### config.mk
export PLATFORM = sky130hd
export DESIGN_NAME = nibble_frame_loader
export DESIGN_NICKNAME = d
export VERILOG_FILES = /design/src/rtl/nibble_frame_loader.sv
export SDC_FILE = /design/constraint.sdc
export NUM_CORES = 1
export LEC_CHECK = 0
export ABC_AREA = 1
export CORE_ASPECT_RATIO = 0.7
export CORE_MARGIN = 4
export CORE_UTILIZATION = 50
export DETAILED_ROUTE_END_ITERATION = 12
export PLACE_DENSITY = 0.91
export SYNTH_ARGS = -nofsm -noshare
export SYNTH_HDL_FRONTEND = slang
export SYNTH_SLANG_ARGS = --single-unit
### constraint.sdc
create_clock -name clk -period 1.5 [get_ports clk]
set_input_delay 0.15 -clock clk [delete_from_list [all_inputs] [get_ports clk]]
set_output_delay 0.15 -clock clk [all_outputs]
set_load 0.02 [all_outputs]
### src/rtl/nibble_frame_loader.sv
`default_nettype none
// ============================================================================
// Module   : nibble_frame_loader
// Brief    : Serial-to-parallel front end for the 13-nibble Fibonacci majority
//            detector. Accepts one nibble per beat on a valid/ready stream,
//            frames each group of NIBS nibbles on a start-of-frame marker and
//            holds the assembled word on a valid/ready output until taken.
//            Flags early-SOF and missing-SOF framing errors; supports a
//            synchronous flush.
// Revision : 1.0 - initial release
// ============================================================================
module nibble_frame_loader #(
    parameter int NIB_W = 4,   // width of one nibble
    parameter int NIBS  = 13,  // nibbles per frame
    parameter int CNT_W = 4    // beat counter width, 2**CNT_W > NIBS
) (
    input  logic                  clk,
    input  logic                  rst_n,
    input  logic                  flush,
    input  logic                  in_valid,
    input  logic                  in_sof,
    input  logic [NIB_W-1:0]      in_data,
    output logic                  in_ready,
    output logic                  out_valid,
    input  logic                  out_ready,
    output logic [NIB_W*NIBS-1:0] out_frame,
    output logic                  frame_err,
    output logic [CNT_W-1:0]      beat_cnt
);

    // ------------------------------------------------------------------------
    // Constants and state encoding
    // ------------------------------------------------------------------------
    localparam int               c_FRAME_W = NIB_W * NIBS;
    localparam logic [CNT_W-1:0] c_LAST    = CNT_W'(NIBS - 1);
    localparam logic [CNT_W-1:0] c_ONE     = CNT_W'(1);

    typedef enum logic [1:0] {
        S_IDLE = 2'd0,   // waiting for a start-of-frame beat
        S_FILL = 2'd1,   // collecting nibbles 1..NIBS-1
        S_FULL = 2'd2    // frame complete, waiting for the consumer
    } state_t;

    // ------------------------------------------------------------------------
    // Registers and next-state wires
    // ------------------------------------------------------------------------
    state_t                 r_state;
    state_t                 w_state_nxt;
    logic [CNT_W-1:0]       r_beat_cnt;
    logic [CNT_W-1:0]       w_beat_cnt_nxt;
    logic [c_FRAME_W-1:0]   r_frame;
    logic [c_FRAME_W-1:0]   w_frame_nxt;
    logic                   r_err;
    logic                   w_err_nxt;

    logic                   w_in_ready;
    logic                   w_accept;
    logic                   w_consume;

    // Handshake qualifiers. The loader stalls the input only while holding a
    // complete frame; the consume cycle itself accepts no input, which costs
    // one bubble between back-to-back frames.
    assign w_in_ready = (r_state != S_FULL);
    assign w_accept   = in_valid & w_in_ready;
    assign w_consume  = (r_state == S_FULL) & out_ready;

    // State, counter, frame and error registers; async reset to an empty IDLE
    always_ff @(posedge clk or negedge rst_n) begin
        if (!rst_n) begin
            r_state    <= S_IDLE;
            r_beat_cnt <= '0;
            r_frame    <= '0;
            r_err      <= 1'b0;
        end else begin
            r_state    <= w_state_nxt;
            r_beat_cnt <= w_beat_cnt_nxt;
            r_frame    <= w_frame_nxt;
            r_err      <= w_err_nxt;
        end
    end

    // Next-state, slot write and framing-error decode; flush overrides all
    always_comb begin
        w_state_nxt    = r_state;
        w_beat_cnt_nxt = r_beat_cnt;
        w_frame_nxt    = r_frame;
        w_err_nxt      = 1'b0;

        if (flush) begin
            // Discard everything, including a beat offered this cycle.
            w_state_nxt    = S_IDLE;
            w_beat_cnt_nxt = '0;
            w_frame_nxt    = '0;
        end else begin
            case (r_state)
                S_IDLE: begin
                    if (w_accept) begin
                        if (in_sof) begin
                            // Slots are already zero here (cleared on
                            // consume/flush/reset); clearing again keeps the
                            // frame free of stale data regardless of history.
                            w_frame_nxt              = '0;
                            w_frame_nxt[NIB_W-1:0]   = in_data;
                            w_beat_cnt_nxt           = c_ONE;
                            w_state_nxt              = S_FILL;
                        end else begin
                            // Nibble without a frame start: drop and flag.
                            w_err_nxt = 1'b1;
                        end
                    end
                end

                S_FILL: begin
                    if (w_accept) begin
                        if (in_sof) begin
                            // Early SOF: restart the frame with this nibble
                            // as slot 0 so no partial data leaks into it.
                            w_err_nxt                = 1'b1;
                            w_frame_nxt              = '0;
                            w_frame_nxt[NIB_W-1:0]   = in_data;
                            w_beat_cnt_nxt           = c_ONE;
                        end else begin
                            // Write only the addressed slot.
                            for (int k = 0; k < NIBS; k++) begin
                                if (r_beat_cnt == CNT_W'(k)) begin
                                    w_frame_nxt[k*NIB_W +: NIB_W] = in_data;
                                end
                            end
                            if (r_beat_cnt == c_LAST) begin
                                w_beat_cnt_nxt = '0;
                                w_state_nxt    = S_FULL;
                            end else begin
                                w_beat_cnt_nxt = r_beat_cnt + c_ONE;
                            end
                        end
                    end
                end

                S_FULL: begin
                    // Frame is held stable until the consumer takes it.
                    if (w_consume) begin
                        w_frame_nxt = '0;
                        w_state_nxt = S_IDLE;
                    end
                end

                default: begin
                    w_state_nxt    = S_IDLE;
                    w_beat_cnt_nxt = '0;
                    w_frame_nxt    = '0;
                end
            endcase
        end
    end

    // ------------------------------------------------------------------------
    // Outputs
    // ------------------------------------------------------------------------
    assign in_ready  = w_in_ready;
    assign out_valid = (r_state == S_FULL);
    assign out_frame = r_frame;
    assign frame_err = r_err;
    assign beat_cnt  = r_beat_cnt;

endmodule
`default_nettype wire

==> out/summary.txt <==
Cell row count - 23
TritonCTS Sinks - 59
EDFF count, synth - 0
Drt via density - 5.556
Predominant post-synthesis flop cell - dfrtp_1
Core Footprint - 5727 µm²
# diodes - 0
Synth Register Bits - 59
CP Capture Type - register
Die width - 100.1 µm
Ranking of synthesized cells by area - dfrtp_1, nand2_1, nand3_1
WL/cell - 17.84 µm
Initial antenna violation count - 0
Seq/Total Area, Yosys - 49.71%
Detailed placement HPWL - 5603 µm
Number of distinct library cells after synthesis - 25
Design area - 4534 µm²
Die ar. - 7258 µm²
Pins Over Slew Limit - 0
Vias - 2989
Comb pwr share - 42.4%
Max Cap Viol - 0
Dpl cell area - 3919 µm²
Post-route ant nets - 0
Io pins - 69
Worst ir drop on vdd - 0.9168 mV
Clock Path Buffers - 2
CP arrival - 1.94 ns
Cell type with the largest total area after synthesis - dfrtp_1
Initial Util - 51.87%
Status - finished, violations left
Largest net degree at the start of global routing - 60
Tmin final - 1.654 ns
Worst hold path class - primary input to async pin
Final WL - 9596 µm
Post-synth top cells - nand2_1, nand3_1, dfrtp_1
Sequential power share - 30.1%
Pwr dens - 1472 nW/µm²
Gpl congestion - 0.9295
CTS Root Cell - clkbuf_8
Clk pwr share - 27.4%
DRC - 0
P_sw - 2551 µW
Post-Syn Area - 2970 µm²
CTS tree - yes
Gr ovfl total - 0
GRT Max-Usage Layer - met2
Syn Nets - 365
Initial DRC count - 278
PortBufs - 68
Startpoint types - register
Pre-antenna DRT Iters - 5
Clock transition at path regs - 0.08 ns
Worst-path fanout max - 4
Clock skew - 0.01215 ns
Fraction of layout cells with a size suffix above 1 - 27.43%
Final hold viol count - 0
Met3 usage - 7.012%
Worst-margin pin slew - 0.3433 ns
Final setup margin - -0.1541 ns
Final setup fails - 29
FF-to-FF setup slack - -0.15 ns
Unrepaired setup endpoints after global routing - true
CTS H-Tree Depth - 3
Internal - 4124 µW
F_max - 604.6 MHz
Top-count cell post-synth - nand2_1
Yosys top cell area share - 49.71%
Ys Warns - 0
First-pass GRT wire length - 13520 µm
Vias in the first global route - 2745
Die H - 72.49 µm
Switching share of power - 38.22%
Clock latency on the worst-skew pair - 0.36 ns
Tcrit/Tclk final - 110.3%
GR Layer Usage met2 - 37.22%
Leak - 0.002813 µW
Failing checks - negative setup slack
GR Util met1 - 32.42%
Total CTS buffers - 9
Critical Path RT - 1.79 ns
Synth Area per Inst - 8.463 µm²
Syn-to-layout area delta - 52.65%
Total GRT Usage - 24.15%
CP Class - register to register
Post-synth ARST share - 100.0%
Setup TNS - -1.938 ns
Slew margin rel. - 77.06%
Nets - 472
Cells after Synth - 351
registers in the layout (all words and copies together), names as in the netlist:
signal and count:
out_frame 52, beat_cnt 4, r_state 2, frame_err 1
layout by cell type, fill, tap and decap left out, types with 2 or more instances in the layout:
master | Yosys | layout
nor2_4 | 2 | 2
nor3_2 | 4 | 5
o21ai_4 | 0 | 6
dlymetal6s2s_1 | 0 | 29
inv_1 | 21 | 18
nand2_1 | 133 | 128
buf_12 | 1 | 5
o21ai_2 | 5 | 2
nand3_1 | 60 | 45
nand2_2 | 7 | 9
buf_4 | 0 | 32
clkbuf_16 | 0 | 2
nor2_1 | 12 | 11
bufinv_16 | 0 | 3
nand2_4 | 12 | 15
nand3b_1 | 2 | 2
nor2_2 | 1 | 2
clkdlybuf4s50_1 | 0 | 22
dfrtp_2 | 0 | 3
clkbuf_8 | 0 | 10
dlygate4sd2_1 | 0 | 14
ha_1 | 4 | 4
inv_2 | 3 | 4
nand3_2 | 3 | 17
dfrtp_1 | 59 | 56
inv_4 | 0 | 2
power by group through the flow:
stage | clock network (µW) | registers [µW] | logic, µW
2_1_floorplan | 0 | 2220 | 1240
3_3_place_gp | 0 | 2000 | 2310
3_5_place_dp | 0 | 2010 | 2390
4_1_cts | 1840 | 1990 | 2420
5_1_grt | 1920 | 2040 | 3010
6_report | 1830 | 2010 | 2830
worst max-delay path: stages (launching register included):
cell,delay (ns)
dfrtp_1,0.43
inv_1,0.11
ha_1,0.26
nand3_1,0.23
nand3_1,0.12
nor3_1,0.22
nand3_1,0.14
nand2_1,0.08
kinds of logic (layout without fill, tap and decap cells):
kind of cell	after synthesis	in the layout	share of synthesized area (%)
compound gates	11	11	2.654
simple gates	239	239	39.30
fa+ha+maj	4	4	1.685
flops	59	59	49.71
buf+inv	37	149	6.361
xor+xnor	1	1	0.2949
final timing paths:
kind | end | from | depth (start not counted)
setup reg to reg | beat_cnt[2] | beat_cnt[1] | 7
setup / recovery | beat_cnt[2] | beat_cnt[1] | 7
hold / removal | out_frame[26] | rst_n | 3
hold reg to reg | out_frame[39] | out_frame[39] | 2
max in group asynchronous | r_state[0] | rst_n | 3
min in group clk | frame_err | in_sof | 2
area by class of cell:
cell class                      instances  area [µm²]
Fill cell                             345        1192
Clock buffer                           10       137.6
Inverter                               24       95.09
Sequential cell                        59        1480
Clock inverter                          6       111.4
Multi-Input combinational cell        255        1479
Timing Repair Buffer                  109        1137
Tap cell                               75       93.84
per-stage QoR:
| stage | hold WS, ns | setup slack [ns] | utilization [%] | std cells | total power (µW) |
|---|---|---|---|---|---|
| 2_1_floorplan | -0.1456 | 0.03767 | - | 351 | 3454 |
| 3_3_place_gp | 0.1715 | -0.1017 | 68.43 | 511 | 4308 |
| 3_5_place_dp | 0.1759 | -0.1912 | 68.43 | 511 | 4401 |
| 4_1_cts | 0.3438 | -0.0009641 | 73.37 | 529 | 6247 |
| 5_1_grt | 0.3546 | -0.2224 | 79.18 | 538 | 6972 |
| 6_report | 0.3248 | -0.1541 | 79.18 | 538 | 6675 |
routing by layer:
metal	part of all wire, %	vias up
li1	-	1333
met1	41	1445
met2	47	174
met3	8.3	37
met4	3.2	0
met5	0	-
what timing repair did:
item                                    4_1_cts  5_1_grt
hold endpoints to repair                     59        0
cloned                                        0        3
resized for setup                            25       65
endpoints found under the setup margin       39       78
setup buffers                                 1        6
hold buffers                                  1        0
pin swaps                                     1       17
Note: power is estimated with default switching activity, not from simulation.
